## src/rtl/qfix_pkg.sv

```systemverilog
// Shared fixed-point definitions for the sequential q-format datapath stages.
// Holds the common handshake FSM state and the iteration-count helper.
package qfix_pkg;

  typedef enum logic [1:0] {
    IDLE = 2'd0,
    BUSY = 2'd1,
    DONE = 2'd2
  } qfix_state_e;

  // Restoring divide steps needed for an N-bit sign-magnitude word with q fraction bits.
  function automatic int qfix_iter(input int n, input int q);
    return n - 1 + q;
  endfunction

endpackage

```

## src/rtl/qdiv_step.sv

```systemverilog
// One restoring-division step: shift in a numerator bit, trial-subtract the divisor,
// keep the difference when it is non-negative.
module qdiv_step #(
  parameter int N = 32
) (
  input  logic [N-1:0] rem_i,
  input  logic [N-2:0] dvs_i,
  input  logic         num_bit_i,
  output logic [N-1:0] rem_o,
  output logic         q_bit_o
);

  logic [N:0] shifted;
  logic [N:0] divisor_ext;
  logic [N:0] trial;

  // One spare bit so the shifted remainder is never truncated before the compare.
  assign shifted     = {rem_i, num_bit_i};
  assign divisor_ext = {2'b00, dvs_i};
  assign trial       = shifted - divisor_ext;
  assign q_bit_o     = (shifted >= divisor_ext);
  assign rem_o       = q_bit_o ? trial[N-1:0] : shifted[N-1:0];

endmodule

```

## src/rtl/qdiv_iter.sv

```systemverilog
// Iterative sign-magnitude Q-format divider, one quotient bit per clock.
// Handshake: a pair is taken on an edge with in_valid && in_ready, a result is taken on an edge with out_valid && out_ready.
module qdiv_iter
  import qfix_pkg::*;
#(
  parameter int Q = 15,
  parameter int N = 32
) (
  input  logic        clk,
  input  logic        rst_n,
  input  logic        in_valid,
  output logic        in_ready,
  input  logic [N-1:0] dividend,
  input  logic [N-1:0] divisor,
  output logic        out_valid,
  input  logic        out_ready,
  output logic [N-1:0] quotient,
  output logic        overflow,
  output logic        div_by_zero,
  output qfix_state_e dbg_state
);

  localparam int ITER = qfix_iter(N, Q);
  localparam int W    = ITER;
  localparam int CW   = $clog2(ITER + 1);

  qfix_state_e   state_q, state_d;
  logic [CW-1:0] cnt_q, cnt_d;
  logic [W-1:0]  num_q, num_d;
  logic [W-2:0]  quo_q, quo_d;
  logic [N-1:0]  rem_q, rem_d;
  logic [N-2:0]  dvs_q, dvs_d;
  logic          sign_q, sign_d;
  logic [N-1:0]  quotient_q, quotient_d;
  logic          ovf_q, ovf_d;
  logic          dbz_q, dbz_d;

  logic [N-1:0]  step_rem;
  logic          step_bit;
  logic [W-1:0]  quo_next;
  logic          final_ovf;
  logic [N-2:0]  final_mag;

  qdiv_step #(.N(N)) u_step (
    .rem_i     (rem_q),
    .dvs_i     (dvs_q),
    .num_bit_i (num_q[W-1]),
    .rem_o     (step_rem),
    .q_bit_o   (step_bit)
  );

  // The oldest quotient bit only matters for the saturation test, so it is not stored.
  assign quo_next  = {quo_q, step_bit};
  assign final_ovf = |quo_next[W-1:N-1];
  assign final_mag = final_ovf ? {(N-1){1'b1}} : quo_next[N-2:0];

  always_comb begin
    state_d    = state_q;
    cnt_d      = cnt_q;
    num_d      = num_q;
    quo_d      = quo_q;
    rem_d      = rem_q;
    dvs_d      = dvs_q;
    sign_d     = sign_q;
    quotient_d = quotient_q;
    ovf_d      = ovf_q;
    dbz_d      = dbz_q;
    case (state_q)
      IDLE: begin
        if (in_valid) begin
          num_d  = {dividend[N-2:0], {Q{1'b0}}};
          dvs_d  = divisor[N-2:0];
          rem_d  = '0;
          quo_d  = '0;
          cnt_d  = '0;
          sign_d = dividend[N-1] ^ divisor[N-1];
          if (divisor[N-2:0] == '0) begin
            state_d    = DONE;
            quotient_d = {dividend[N-1] & (|dividend[N-2:0]), {(N-1){1'b1}}};
            ovf_d      = 1'b0;
            dbz_d      = 1'b1;
          end else begin
            state_d = BUSY;
          end
        end
      end
      BUSY: begin
        rem_d = step_rem;
        quo_d = quo_next[W-2:0];
        num_d = num_q << 1;
        cnt_d = cnt_q + 1'b1;
        if (cnt_q == CW'(ITER - 1)) begin
          state_d    = DONE;
          quotient_d = {sign_q & (|final_mag), final_mag};
          ovf_d      = final_ovf;
          dbz_d      = 1'b0;
        end
      end
      DONE: begin
        if (out_ready) state_d = IDLE;
      end
      default: state_d = IDLE;
    endcase
  end

  always_ff @(posedge clk or negedge rst_n) begin
    if (!rst_n) begin
      state_q    <= IDLE;
      cnt_q      <= '0;
      num_q      <= '0;
      quo_q      <= '0;
      rem_q      <= '0;
      dvs_q      <= '0;
      sign_q     <= 1'b0;
      quotient_q <= '0;
      ovf_q      <= 1'b0;
      dbz_q      <= 1'b0;
    end else begin
      state_q    <= state_d;
      cnt_q      <= cnt_d;
      num_q      <= num_d;
      quo_q      <= quo_d;
      rem_q      <= rem_d;
      dvs_q      <= dvs_d;
      sign_q     <= sign_d;
      quotient_q <= quotient_d;
      ovf_q      <= ovf_d;
      dbz_q      <= dbz_d;
    end
  end

  assign in_ready    = (state_q == IDLE);
  assign out_valid   = (state_q == DONE);
  assign quotient    = quotient_q;
  assign overflow    = ovf_q;
  assign div_by_zero = dbz_q;
  assign dbg_state   = state_q;

endmodule

```

## config.mk

```make
export PLATFORM = sky130hd
export DESIGN_NAME = qdiv_iter
export DESIGN_NICKNAME = d
export VERILOG_FILES = /design/src/rtl/qfix_pkg.sv /design/src/rtl/qdiv_step.sv /design/src/rtl/qdiv_iter.sv
export SDC_FILE = /design/constraint.sdc
export NUM_CORES = 1
export LEC_CHECK = 0
export CORE_AREA = 2 2 141 143
export DETAILED_ROUTE_END_ITERATION = 16
export DIE_AREA = 0 0 143 145
export HOLD_SLACK_MARGIN = 0.02
export PLACE_DENSITY = 0.76
export RECOVER_POWER = 50
export SETUP_SLACK_MARGIN = 0.2
export SLEW_MARGIN = 30
export SYNTH_ARGS = -nofsm -noshare
export SYNTH_HDL_FRONTEND = slang
export SYNTH_SLANG_ARGS = --single-unit
```

## constraint.sdc

```tcl
create_clock -name clk -period 6.45 [get_ports clk]
set_clock_uncertainty 0.1 [all_clocks]
set_input_delay 0.9675 -clock clk [delete_from_list [all_inputs] [get_ports clk]]
set_output_delay 0.9675 -clock clk [all_outputs]
set_load 0.005 [all_outputs]
```

# ---- Word-level counts from Yosys, hierarchy flattened
# Cells that the tools add are included.
# W data, S select, Z words.
dict set report totals {
  regBits 197
  inputBits 68
  output_inout_bits 38
  wordCells 60
}
dict set report op_classes {
  add_sub_neg 2
  n_lt_le_gt_ge 1
  n_eq_ne 7
  mux 27
  bitwise_logic 3
  n_reduce_logical 10
}
# op n
set op_table {}
lappend op_table {{$mux W32} 5}
lappend op_table {{$pmux W32 S2} 2}
lappend op_table {{$pmux W46 S2} 1}
lappend op_table {{$pmux W45 S2} 1}
lappend op_table {{$reduce_or A31 Y1} 2}
lappend op_table {{$mux W46} 1}
lappend op_table {{$mux W45} 1}
lappend op_table {{$ge A33 B31 Y1} 1}
lappend op_table {{$sub A32 B31 Y32} 1}
lappend op_table {{$logic_not A31 Y1} 1}
lappend op_table {{$mux W31} 1}
lappend op_table {{$reduce_or A15 Y1} 1}
lappend op_table {{$pmux W6 S2} 1}
lappend op_table {{$mux W2} 4}
lappend op_table {{$add A6 B1 Y6 const B} 1}
lappend op_table {{$eq A6 B6 Y1 const B} 1}
lappend op_table {{$mux W1} 6}
lappend op_table {{$mux W6} 1}
lappend op_table {{$pmux W2 S3} 1}
lappend op_table {{$ne A2 B1 Y1 const B} 2}
lappend op_table {{$ne A2 B2 Y1 const B} 2}
lappend op_table {{$pmux W1 S2} 2}
lappend op_table {{$reduce_and A2 Y1} 2}
lappend op_table {{$reduce_and A4 Y1} 1}
lappend op_table {{7 further kinds} 8}

# ---- Depth between registers and ports, before layout
dict set report logic_depth {
  depth_word 6
  mapped_depth 13
  ltp_nobuf 11
}

# ---- By module
# From an unflattened synthesis, not the netlist that was laid out.
dict set report unflattened {
  hier_cells 1202
  area_unflattened_um2 9955.8
}
# module n_inst cells_each area_per_inst_um2 seq_area_each_um2
set by_module_without_submodules {}
lappend by_module_without_submodules {qdiv_iter 1 831 7659.8 4554.4}
lappend by_module_without_submodules {qdiv_step 1 371 2296.0 0.0}

# ---- Least setup slack after synthesis
# OpenSTA, ideal clock, no wires.
dict set report synth_timing {
  path_kind {register to register}
  from {reg rem_q[22]}
  to {reg rem_q[9]}
  setup_ps 122
  t_arrival_ps 2621
  required_time_ps 6228
  slack_ps 3608
  stages_incl_launch_ff 13
  n_path_buf 3
  period_less_slack_ps 2842
  cell_sequence {dfrtp_1 -> ha_1 -> buf_2 -> and3_1 -> buf_2 -> and2_4 -> a221oi_4 -> a21o_1 -> o31ai_4 -> a211oi_4 -> buf_6 -> nand2_1 -> a32o_1}
}
dict set report synth_between {
  elab_chain_len 3
}
# element line_no
set synth_rtl {}
lappend synth_rtl {{start: declaration} qdiv_iter.sv:31} ;# logic [N-1:0] rem_q, rem_d;
lappend synth_rtl {{start signal: assignment} qdiv_iter.sv:123} ;# rem_q <= rem_d;
lappend synth_rtl {{$ge A33 B31 Y1} qdiv_step.sv:21} ;# assign q_bit_o = (shifted >= divisor_ext);
lappend synth_rtl {{$mux W32} qdiv_step.sv:22} ;# assign rem_o = q_bit_o ? trial[N-1:0] : shifted[N-1:0];
lappend synth_rtl {{$pmux W32 S2} qdiv_iter.sv:68} ;# case (state_q)
# Every way passes these cells.
# A chain may end at the register's enable or synchronous reset.

# ---- Final worst setup path
dict set report layout_timing {
  from {in in_valid}
  to {reg rem_q[30]}
}
dict set report layout_between {
  elab_chain_len 2
}
# element line_no
set layout_rtl {}
lappend layout_rtl {{start: declaration} qdiv_iter.sv:11} ;# input logic in_valid,
lappend layout_rtl {{$ne A2 B2 Y1 (no source line)} n/a}
lappend layout_rtl {{$reduce_and A2 Y1 (no source line)} n/a}
# Every way passes these cells.

==> flow_summary.json <==
{
  "hold_viol": 0,
  "core_um2": 19210,
  "clock_sinks": 182,
  "post_drt_wl_per_cell_um": 17.00,
  "syn-num-nets": 1075,
  "critPathLaunchType": "input pin",
  "r2r_start": "dbg_state[0]",
  "vias": 7861,
  "synthArstFlopShare_pct": 100.0,
  "status": "finished, violations left",
  "drv_cap": 4,
  "slew_headroom_pct": -97.49,
  "cts_tree": "done",
  "syn_area_per_cell_um2": 9.664,
  "layout_min_cycle_time_ps": 4814,
  "grt_pass1_wl_um": 37720,
  "fillers": 1661,
  "hold_path_class": "reg -> reg",
  "finalSetupTns_ps": 0,
  "grt_max_degree": 103,
  "cts-root-buf": "clkbuf_16",
  "drcViolationCount": 0,
  "synth.most_common_cell": "dfrtp_1",
  "grt_antenna_before_repair": 0,
  "ys_ff_latch": 182,
  "critPathKind": "in -> reg",
  "synth_edf_count": 0,
  "hold_depth": 1,
  "postSynthCellCount": 973,
  "setup_viol": 0,
  "min_to": "rem_q[31]",
  "fin_nets": 1148,
  "globalplace.congestion": 0.8950,
  "syn_area_um2": 9403,
  "drv_slew": 209,
  "worst-r2r-cell-count": 6,
  "start_util_pct": 48.95,
  "die_w_um": 143,
  "finalPower_w": 0.005014,
  "placement_rows": 51,
  "gr-total-overflow": 0,
  "critPathMaxFanout": 52,
  "r2r-end": "rem_q[30]",
  "ys_seq_area_share_pct": 48.44,
  "area_delta_synth_final_pct": 19.32,
  "rrSetupSlack_ps": 2200,
  "min_from": "rem_q[31]",
  "cp.arrival_ps": 5070,
  "cp_data_required_time_ps": 6700,
  "synth_area_leader_cell": "dfrtp_1",
  "routed_wl_um": 22510,
  "cp-end-kind": "register",
  "antenna_cells": 0,
  "cp_top_family": "simple AND/OR/NAND/NOR gates",
  "ir_drop_mv": 0.2200,
  "power.density_nw_per_um2": 446.9,
  "timing.fmax_mhz": 207.7,
  "h-tree-depth": 4,
  "numCtsBuffers": 17,
  "port_buffers": 105,
  "seqCellArea_um2": 4554,
  "clkTransAtPathRegs_ps": 70,
  "tightest_slew_ps": 2962,
  "postCtsSetupRepairBufs": 0,
  "die-area_um2": 20740,
  "synth_top_area_share_pct": 48.44,
  "cp_slowest_cell": "or2_0",
  "drive_gt1_share_pct": 5.477,
  "violations": "max-capacitance violations, max-slew violations",
  "grt_pass1_vias": 7404,
  "yosysWarnings": 0,
  "dieHeight_um": 145,
  "synthDistinctLibCells": 69,
  "rsz0062_at_grt": "false",
  "cts_resized": 0,
  "worstPathBufferInverterCount": 2,
  "drt_first_pass_iters": 5,
  "ios": 106,
  "grt_util_all_layers_pct": 22.59,
  "worstSkewPairLatency_ps": 430,
  "clock_path_buffers": 2,
  "cp_cell_sequence": "dlygate4sd3_1, nor2_1, or2_0, buf_4, a22oi_1, and4b_1, a21oi_1",
  "leakage_nw": 4.780,
  "dp_hpwl_um": 15310,
  "detail-route-antenna-nets": 0,
  "synthTopCellsByCount": "dfrtp_1 (182), nand2_1 (148), nor2_1 (61)",
  "synthTopCellsByArea": "dfrtp_1 (48%), nand2_1 (5.9%), ha_1 (4.4%)",
  "drtIter0Drc": 656,
  "ctsHoldBuffers": 0,
  "period_share_pct": 74.63,
  "dominantRegCellSynth": "dfrtp_1",
  "critPathMaxStageDelay_ps": 2160,
  "vias_per_cell": 5.937,
  "multiInputGateArea_um2": 4459
}
routing by layer:
metal / GRT usage [%] / up-vias / share of wire, % / wire (µm)
met3: 3.102 / 36 / 4.6 / 1024
met2: 33.88 / 245 / 46 / 10290
met4: 7.376 / 0 / 2.0 / 450
met1: 33.77 / 3864 / 48 / 10740
li1: - / 3716 / - / -
met5: 0 / - / 0 / 0
cell families after synthesis:
group	after synthesis	synth area share [%]
simple gates	332	16.49
compound gates	286	22.44
flops	182	48.44
buf+inv	102	4.364
fa+ha+maj	34	4.604
xor+xnor	23	2.142
mux	14	1.530
state kept, by name, summed over array words and instances, names as in the netlist:
signal and count:
cnt_q 6, dbg_state 2, div_by_zero 1, dvs_q 31, num_q 31, overflow 1, quo_q 45, quotient 32
rem_q 32, sign_q 1
layout by cell type, fill, tap and decap left out, types with 5 or more instances in the layout:
cell type        netlist  routed
nand4_1               15      15
nor2b_1                6       5
xor2_1                10      10
o21ai_1                7       7
a21o_1                16      16
o22a_1                30      30
nand2_1              148     148
dfrtp_1              182     182
o21ai_0               50      50
nor3_1                12      12
o31ai_1                6       6
a21oi_1               31      31
a32oi_1                6       6
a22o_1                45      45
nor2_1                61      60
ha_1                  33      33
nor4_1                28      28
nand3_1               21      21
and2_1                 6       5
inv_1                 43      43
mux2i_1               11      11
clkbuf_16              0      17
o311ai_1              13      13
o211ai_1               7       7
or3_1                  5       5
clkdlybuf4s50_1        0     103
xnor2_1               13      13
a31oi_1               36      36
worst max path at each step:
stage / startpoint / endpoint / slack [ps] / depth (start not counted)
finish: in_valid / rem_q[30] / 1640 / 7
global route: in_valid / rem_q[30] / 1370 / 7
CTS: rem_q[5] / rem_q[9] / 2560 / 10
detailed placement: rem_q[5] / rem_q[9] / 2570 / 10
global placement: divisor[22] / quotient[31] / 2470 / 7
floorplan: rem_q[22] / rem_q[9] / 3610 / 12
stage by stage:
stage          std cells  hold WS (ps)  area, µm²  setup slack [ps]  util (%)
4_1_cts             1324         395.6      11230              2562     58.46
3_5_place_dp        1292         379.2      10620              2574     55.31
3_3_place_gp        1292         370.2      10620              2474     55.27
5_1_grt             1324         412.2      11220              1372     58.41
6_report            1324         398.0      11220              1636     58.41
2_1_floorplan        973         350.3       9403              3608         -
report_power, final:
part | internal, W | leakage, nW | switching, W
Combinational | 0.000916 | 2.33 | 0.00136
Sequential | 0.00145 | 2.16 | 0.000236
Clock | 0.000557 | 0.295 | 0.000501
cell type report:
cell class	instances	area share, %
clock buffer	17	3.792
sequential	182	40.59
clock inverter	15	1.606
timing repair buffer	113	9.870
tap	265	2.955
inverter	43	1.439
multi-input combinational	689	39.75
No activity file was read; power rests on OpenSTA's default activity.
